**config.mk**
```make
export PLATFORM = sky130hd
export DESIGN_NAME = step_judge
export DESIGN_NICKNAME = d
export VERILOG_FILES = /design/src/rtl/ddr_pkg.sv /design/src/rtl/button_conditioner.sv /design/src/rtl/step_judge.sv
export SDC_FILE = /design/constraint.sdc
export NUM_CORES = 1
export LEC_CHECK = 0
export ABC_AREA = 1
export BUFFER_PORTS_ARGS = -buffer_cell sky130_fd_sc_hd__buf_2
export CAP_MARGIN = 20
export CORE_MARGIN = 8
export CORE_UTILIZATION = 30
export DETAILED_ROUTE_END_ITERATION = 6
export SYNTH_ARGS = -nofsm -noshare
export SYNTH_HDL_FRONTEND = slang
export SYNTH_HIERARCHICAL = 1
export SYNTH_SLANG_ARGS = --single-unit
```
**constraint.sdc**
```tcl
create_clock -name clk -period 10.1 [get_ports clk]
set_clock_uncertainty 0.15 [all_clocks]
set_input_delay 1.01 -clock clk [delete_from_list [all_inputs] [get_ports clk]]
set_output_delay 1.01 -clock clk [all_outputs]
set_load 0.005 [all_outputs]
```
**src/rtl/ddr_pkg.sv**
```systemverilog
// Shared arrow/score types for the step judging datapath.
package ddr_pkg;

    localparam int unsigned ARROW_LEFT  = 3;
    localparam int unsigned ARROW_DOWN  = 2;
    localparam int unsigned ARROW_UP    = 1;
    localparam int unsigned ARROW_RIGHT = 0;

    typedef logic [3:0]  arrow_mask_t;
    typedef logic [11:0] bcd3_t;

    localparam bcd3_t SCORE_MAX_BCD = 12'h999;

    // Number of arrows set in a mask (0..4).
    function automatic logic [2:0] popcount4(input arrow_mask_t m);
        popcount4 = 3'(m[0]) + 3'(m[1]) + 3'(m[2]) + 3'(m[3]);
    endfunction

endpackage

```
**src/rtl/button_conditioner.sv**
```systemverilog
// One pad bit: 2-flop synchronizer, debounce counter, registered rising-edge pulse.
module button_conditioner #(
    parameter int unsigned DB_CYCLES = 16
) (
    input  logic clk,
    input  logic rst,
    input  logic i_pad,
    output logic o_press
);

    localparam int unsigned CW = (DB_CYCLES > 1) ? $clog2(DB_CYCLES) : 1;

    logic          r_sync1;
    logic          r_sync2;
    logic          r_level;
    logic          r_press;
    logic [CW-1:0] r_cnt;
    logic          w_accept;

    // The DB_CYCLES-th consecutive differing sample flips the accepted level.
    assign w_accept = (r_sync2 != r_level) && (r_cnt == CW'(DB_CYCLES - 1));
    assign o_press  = r_press;

    // Bring the raw pad level into the clock domain.
    always_ff @(posedge clk or posedge rst) begin
        if (rst) begin
            r_sync1 <= 1'b0;
            r_sync2 <= 1'b0;
        end else begin
            r_sync1 <= i_pad;
            r_sync2 <= r_sync1;
        end
    end

    // Count consecutive samples disagreeing with the accepted level; any agreement restarts.
    always_ff @(posedge clk or posedge rst) begin
        if (rst) begin
            r_level <= 1'b0;
            r_cnt   <= '0;
            r_press <= 1'b0;
        end else begin
            r_press <= w_accept & r_sync2;
            if (r_sync2 == r_level) begin
                r_cnt <= '0;
            end else if (w_accept) begin
                r_level <= r_sync2;
                r_cnt   <= '0;
            end else begin
                r_cnt <= r_cnt + CW'(1);
            end
        end
    end

endmodule

```
**src/rtl/step_judge.sv**
```systemverilog
// Judges pad presses against the arrows due each beat; keeps BCD score and combo.
module step_judge
    import ddr_pkg::*;
#(
    parameter int unsigned DB_CYCLES = 16,
    parameter int unsigned COMBO_MAX = 255
) (
    input  logic        clk,
    input  logic        reset,
    input  logic        stepEn,
    input  logic [3:0]  actionStep,
    input  logic [3:0]  pads,
    output logic [11:0] score,
    output logic [7:0]  combo,
    output logic [3:0]  hitFlash,
    output logic        missPulse,
    output logic        wrongPulse
);

    arrow_mask_t w_press;
    arrow_mask_t w_pendNow;
    arrow_mask_t w_hitMask;
    arrow_mask_t w_wrongMask;
    arrow_mask_t w_pendAfter;
    logic        w_dirtyAfter;
    logic [2:0]  w_addN;
    bcd3_t       w_scoreNext;
    logic [7:0]  w_comboNext;

    logic        r_loadPending;
    arrow_mask_t r_pending;
    logic        r_beatDirty;
    logic        r_hasArrows;
    bcd3_t       r_score;
    logic [7:0]  r_combo;
    arrow_mask_t r_hitFlash;
    logic        r_missPulse;
    logic        r_wrongPulse;

    genvar g;
    for (g = 0; g < 4; g++) begin : g_pad
        button_conditioner #(.DB_CYCLES(DB_CYCLES)) u_cond (
            .clk     (clk),
            .rst     (reset),
            .i_pad   (pads[g]),
            .o_press (w_press[g])
        );
    end

    assign score      = r_score;
    assign combo      = r_combo;
    assign hitFlash   = r_hitFlash;
    assign missPulse  = r_missPulse;
    assign wrongPulse = r_wrongPulse;

    // In the load cycle presses are judged against the incoming arrows so the
    // load and the judge share one datapath.
    always_comb begin
        w_pendNow    = r_loadPending ? actionStep : r_pending;
        w_hitMask    = w_press & w_pendNow;
        w_wrongMask  = w_press & ~w_pendNow;
        w_pendAfter  = w_pendNow & ~w_press;
        w_dirtyAfter = (r_loadPending ? 1'b0 : r_beatDirty) | (|w_wrongMask);
    end

    // Single-cycle BCD add of 0..4 with digit carries, saturating at 999.
    always_comb begin
        logic [4:0] v_ones;
        logic [4:0] v_tens;
        logic [4:0] v_hund;
        logic       v_c1;
        logic       v_c2;
        w_addN = popcount4(w_hitMask);
        v_ones = {1'b0, r_score[3:0]} + {2'b00, w_addN};
        v_c1   = 1'b0;
        if (v_ones > 5'd9) begin
            v_ones = v_ones - 5'd10;
            v_c1   = 1'b1;
        end
        v_tens = {1'b0, r_score[7:4]} + {4'b0000, v_c1};
        v_c2   = 1'b0;
        if (v_tens > 5'd9) begin
            v_tens = v_tens - 5'd10;
            v_c2   = 1'b1;
        end
        v_hund = {1'b0, r_score[11:8]} + {4'b0000, v_c2};
        if (v_hund > 5'd9) begin
            w_scoreNext = SCORE_MAX_BCD;
        end else begin
            w_scoreNext = {v_hund[3:0], v_tens[3:0], v_ones[3:0]};
        end
    end

    // Wrong presses break the combo at once; a close either misses or credits a clean beat.
    always_comb begin
        w_comboNext = r_combo;
        if (|w_wrongMask) begin
            w_comboNext = '0;
        end
        if (stepEn) begin
            if (|w_pendAfter) begin
                w_comboNext = '0;
            end else if (r_hasArrows && !w_dirtyAfter && (r_combo != 8'(COMBO_MAX))) begin
                w_comboNext = r_combo + 8'd1;
            end
        end
    end

    // Beat state: load after stepEn, judge every cycle, clear on close.
    always_ff @(posedge clk or posedge reset) begin
        if (reset) begin
            r_loadPending <= 1'b0;
            r_pending     <= '0;
            r_beatDirty   <= 1'b0;
            r_hasArrows   <= 1'b0;
        end else begin
            r_loadPending <= stepEn;
            if (stepEn) begin
                r_pending   <= '0;
                r_beatDirty <= 1'b0;
                r_hasArrows <= 1'b0;
            end else begin
                r_pending   <= w_pendAfter;
                r_beatDirty <= w_dirtyAfter;
                if (r_loadPending) begin
                    r_hasArrows <= |actionStep;
                end
            end
        end
    end

    // Registered score, combo and one-cycle event pulses.
    always_ff @(posedge clk or posedge reset) begin
        if (reset) begin
            r_score      <= '0;
            r_combo      <= '0;
            r_hitFlash   <= '0;
            r_missPulse  <= 1'b0;
            r_wrongPulse <= 1'b0;
        end else begin
            r_score      <= w_scoreNext;
            r_combo      <= w_comboNext;
            r_hitFlash   <= w_hitMask;
            r_missPulse  <= stepEn & (|w_pendAfter);
            r_wrongPulse <= |w_wrongMask;
        end
    end

endmodule

```
# ---- Word-level counts from Yosys, hierarchy flattened
# Index checks and enable logic that the tools add are counted.
dict set report word_totals {
  regBits 65
  input_bits 11
}
dict set report classes {
  addsub 13
  n_eq_ne 13
  n_reduce_logical 15
  n_bitwise 15
  magnitude_cmp 3
  n_mux 23
}
# operator count
set op_table {}
lappend op_table {{4-bit 2-to-1 mux} 12}
lappend op_table {{8-bit 2-to-1 mux} 4}
lappend op_table {{4-bit by 1-bit adder with 4-bit output, second input constant} 4}
lappend op_table {{4-bit == test, second input constant} 4}
lappend op_table {{5-bit by 4-bit > comparator with 1-bit output, second input constant} 3}
lappend op_table {{4-bit bitwise AND} 3}
lappend op_table {{12-bit 2-to-1 mux} 1}
lappend op_table {{4-bit OR reduction} 3}
lappend op_table {{4-bit by 1-bit adder with 5-bit output} 2}
lappend op_table {{8-bit by 1-bit adder with 8-bit output, second input constant} 1}
lappend op_table {{8-bit != test, second input constant} 1}
lappend op_table {{4-bit inverter} 2}
lappend op_table {{2-bit AND reduction} 4}
lappend op_table {{4-bit subtractor, second input constant} 2}
lappend op_table {{1-bit logical AND} 6}
lappend op_table {{1-bit 2-to-1 mux} 6}
lappend op_table {{4-bit by 3-bit adder with 5-bit output} 1}
lappend op_table {{1-bit bitwise AND} 5}
lappend op_table {{1-bit == test} 4}
lappend op_table {{1-bit != test} 4}
lappend op_table {{1-bit inverter} 4}
lappend op_table {{2-bit by 1-bit adder with 3-bit output} 1}
lappend op_table {{3-bit by 1-bit adder with 3-bit output} 1}
lappend op_table {{1-bit by 1-bit adder with 2-bit output} 1}
lappend op_table {{3 further kinds} 3}

# ---- Longest topological paths before layout
dict set report logic_depth {
  depth_word 14
  ltp_mapped 26
  ltp_nobuf 25
}

# ---- By module
# Netlist, hierarchy kept.
# module n_inst area_each_um2 cells_per_inst
set by_module_without_submodules {}
lappend by_module_without_submodules {step_judge 1 1879.3 233}
lappend by_module_without_submodules {button_conditioner 4 330.3 34}

# ---- Worst setup path before layout
# OpenSTA, ideal clock, no wires.
dict set report synth_timing {
  path_type {in2reg}
  from {in actionStep[0]}
  to {reg r_score[4], in the netlist score[4]}
  required_time_ps 9823
  setup_slack_ps 4874
  path_buffers 0
  arrival_ps 4948
  stages 24
  cell_sequence {nand2_1 a21oi_1 fa_1 inv_1 fa_1 fa_1 xor2_1 nand2_1 nand3_1 nand2_1 ha_1 ha_1 xnor2_1 nand2_1 nand2_1 nand2_1 ha_1 ha_1 xor2_1 inv_1 nand3_1 nand2_1 inv_1 or2_2}
}
dict set report synth_between {
  elab_chain_cells 14
  word_cells_on_any_way 16
  classes_between {add/sub (7); order compare (3); mux (5); bitwise (1)}
}
# item line
set synth_rtl {}
lappend synth_rtl {{start: declaration} step_judge.sv:11} ;# input logic [3:0] actionStep,
lappend synth_rtl {{4-bit 2-to-1 mux *} step_judge.sv:59} ;# w_pendNow = r_loadPending ? actionStep : r_pending;
lappend synth_rtl {{4-bit bitwise AND *} step_judge.sv:60} ;# w_hitMask = w_press & w_pendNow;
lappend synth_rtl {{net w_hitMask[0]} step_judge.sv:22} ;# arrow_mask_t w_hitMask;
lappend synth_rtl {{1-bit by 1-bit adder with 2-bit output *} ddr_pkg.sv:16} ;# popcount4 = 3'(m[0]) + 3'(m[1]) + 3'(m[2]) + 3'(m[3]);
lappend synth_rtl {{2-bit by 1-bit adder with 3-bit output *} ddr_pkg.sv:16}
lappend synth_rtl {{3-bit by 1-bit adder with 3-bit output *} ddr_pkg.sv:16}
lappend synth_rtl {{4-bit by 3-bit adder with 5-bit output *} step_judge.sv:74} ;# v_ones = {1'b0, r_score[3:0]} + {2'b00, w_addN};
lappend synth_rtl {{5-bit by 4-bit > comparator with 1-bit output *} step_judge.sv:76} ;# if (v_ones > 5'd9) begin
lappend synth_rtl {{1-bit 2-to-1 mux *} step_judge.sv:76}
lappend synth_rtl {{4-bit by 1-bit adder with 5-bit output *} step_judge.sv:80} ;# v_tens = {1'b0, r_score[7:4]} + {4'b0000, v_c1};
lappend synth_rtl {{5-bit by 4-bit > comparator with 1-bit output} step_judge.sv:82} ;# if (v_tens > 5'd9) begin
lappend synth_rtl {{1-bit 2-to-1 mux} step_judge.sv:82}
lappend synth_rtl {{4-bit by 1-bit adder with 5-bit output} step_judge.sv:86} ;# v_hund = {1'b0, r_score[11:8]} + {4'b0000, v_c2};
lappend synth_rtl {{5-bit by 4-bit > comparator with 1-bit output} step_judge.sv:87} ;# if (v_hund > 5'd9) begin
lappend synth_rtl {{12-bit 2-to-1 mux *} step_judge.sv:87}
lappend synth_rtl {{net w_scoreNext[4]} step_judge.sv:27} ;# bcd3_t w_scoreNext;
lappend synth_rtl {{end signal: assignment} step_judge.sv:141} ;# r_score <= w_scoreNext;
lappend synth_rtl {{end: declaration} step_judge.sv:34} ;# bcd3_t r_score;
# The timed path passes the listed nets; every way through them passes the cells marked *.
# A chain may end at the register's enable or synchronous reset.

# ---- Worst setup path after layout
# Same ends and word-level chain as after synthesis.

==> flow_metrics.tcl <==
set metrics [dict create \
    outcome "finished, final reports clean" \
    drc_errors 0 \
    postSynthCellCount 369 \
    crit_fanout 7 \
    netlist_top_cells_area "dfrtp_1, nand2_1, inv_1" \
    yosysSeqAreaShare 0.508 \
    rsz0062_at_grt "no" \
    htree_levels 3 \
    cts_buffers 9 \
    ios 37 \
    synth_edf_count 0 \
    core_area_um2 10300 \
    area_delta_synth_final_pct 16.3 \
    final_antenna_net_count 0 \
    crit_path_frequent_cell "nand2_1" \
    yosysWarnings 6 \
    max_stage_delay_ns 0.52 \
    rows 37 \
    cts_setup_buffers 0 \
    cp-start-kind "input port" \
    grt_pass1_wl_um 11400 \
    syn_nets 395 \
    first_iter_violations 121 \
    worst_pin_slew_ns 0.427 \
    setup_tns_ns 0 \
    routabilityCongestion 0.801 \
    die_y_um 119 \
    grt_pass1_vias 2500 \
    clock-sinks 65 \
    viasPerCell 4.38 \
    die_w_um 119 \
    relSlewSlack 0.715 \
    clkLatencyLatePin_ns 0.34 \
    end_kind "register" \
    maxCapViolations 0 \
    grtUsageMet2 0.160 \
    crit_family "adder cells" \
    grt_overflow 0 \
    power_density_nw_per_um2 144 \
    period_share 0.541 \
    fillers 1056 \
    synthDistinctLibCells 27 \
    grt-busiest-layer "met2" \
    setup_violations 0 \
    layout-drive-gt1-share 0.199 \
    fmax_mhz 183 \
    async_flop_share 1.00 \
    ff_latch_area_um2 1630 \
    power_mw 0.536 \
    synth-seq-cells 65 \
    yosys-top-cells-count "nand2_1, dfrtp_1, inv_1, nor2_1, nand3_1" \
    holdBufCountCts 0 \
    die_area_um2 14200 \
    cp.required_ns 10.16 \
    fin_crit_ns 5.47 \
    clockBufferDepth 2 \
    dp_hpwl_um 4790 \
    io_buffer_count 36 \
    leakagePower_nw 2.06 \
    slowest_stage "fa_1" \
    finalWirelength_um 6300 \
    cts_resized 0 \
    use_met3 0.0378 \
    synth_area_per_cell_um2 8.67 \
    avgRoutedWirePerCell_um 11.4 \
    route.vias.total 2429 \
    synth_ff_type "dfrtp_1" \
    antenna_found_initial 0 \
    hold_viol 0 \
    multi_input_area_um2 1320 \
    start_util 0.310 \
    netlist_area_um2 3200 \
    cts.clk_slew.worst_paths_ns 0.06 \
    path_buf_inv 4 \
    gr-usage-met1 0.112 \
    first_pass_iters 4 \
    synth_top_cell_area_share 0.508 \
    slew_viol_final 0 \
    peakVddDrop_uv 60.4 \
    crit_arrival_ns 5.53 \
    cts_tree "yes" \
    num_antenna_cells 0 \
    hold_class "reg -> reg" \
    synth.most_common_cell "nand2_1" \
    nets 440 \
    grt_usage 0.0967 \
    synth_top_area_cell "dfrtp_1" \
    crit_type "in -> reg" \
    clock-root-buffer "clkbuf_8" \
    grt_start_max_net_pins 34 \
]
registers in the layout, summed over array words and instances, names as in the netlist:
register	count
g_pad.u_cond/r_cnt	16
r_pending	4
g_pad.u_cond/r_sync1	4
r_hasArrows	1
score	12
wrongPulse	1
combo	8
g_pad.u_cond/o_press	4
r_beatDirty	1
missPulse	1
g_pad.u_cond/r_level	4
g_pad.u_cond/r_sync2	4
hitFlash	4
r_loadPending	1
metal layers:
layer | share of wire | vias up
li1 | - | 1231
met1 | 0.46 | 1151
met2 | 0.47 | 39
met3 | 0.052 | 8
met4 | 0.014 | 0
met5 | 0 | -
cell usage in the layout (no fill, tap or decap), types with 2 or more instances in the layout:
master and instances:
nor3_2 4, nor2_2 4, clkbuf_8 11, nor2_1 50
or2_2 2, nand3_2 6, clkinv_2 2, dfrtp_1 65
inv_1 54, a21oi_1 7, nand4_1 7, fa_1 3
o21ai_0 8, xor2_1 7, nand3_1 22, nand2_1 90
buf_2 36, inv_2 4, xnor2_1 3, nand3b_1 3
nand2_2 9, ha_1 12
cell families after synthesis:
| logic type | synth area share |
|---|---|
| buffers and inverters | 0.0809 |
| xor gates and xnor gates | 0.0274 |
| adders and majority gates | 0.0657 |
| and+or+nand+nor | 0.292 |
| DFF | 0.508 |
| AOI/OAI and AO/OA | 0.0254 |
path summary, 6_finish.rpt:
| check | slack, ns | start | depth (start not counted) | to |
|---|---|---|---|---|
| hold / removal | 0.20 | g_pad[1].u_cond/r_sync1 | 0 | g_pad[1].u_cond/r_sync2 |
| hold reg to reg | 0.20 | g_pad[1].u_cond/r_sync1 | 0 | g_pad[1].u_cond/r_sync2 |
| setup / recovery | 4.63 | actionStep[0] | 25 | score[4] |
| min in group asynchronous | 0.52 | reset | 2 | g_pad[3].u_cond/r_sync2 |
| setup reg to reg | 4.77 | r_loadPending | 25 | score[4] |
| max in group asynchronous | 8.83 | reset | 3 | combo[0] |
final cells by class:
| type | count | area share |
|---|---|---|
| clock inverter | 3 | 0.0108 |
| timing repair buffer | 37 | 0.0504 |
| tap | 136 | 0.0457 |
| sequential | 65 | 0.437 |
| clock buffer | 12 | 0.0417 |
| inverter | 59 | 0.0615 |
| multi-input combinational | 242 | 0.353 |
per-stage QoR:
step	setup slack, ns	cell area [µm²]	instances	util	hold slack, ns
floorplan	4.87	3200	369	-	0.181
global placement	4.53	3530	539	0.342	0.187
CTS	4.62	3720	554	0.361	0.203
detailed placement	4.26	3530	539	0.342	0.187
finish	4.63	3720	554	0.361	0.199
global route	4.17	3720	554	0.361	0.207
power breakdown:
group	switching, mW	internal (mW)	total (mW)
clock	0.0931	0.125	0.218
combinational	0.0239	0.0134	0.0373
sequential	0.0101	0.270	0.280
Power figures use the tool's default switching activity.
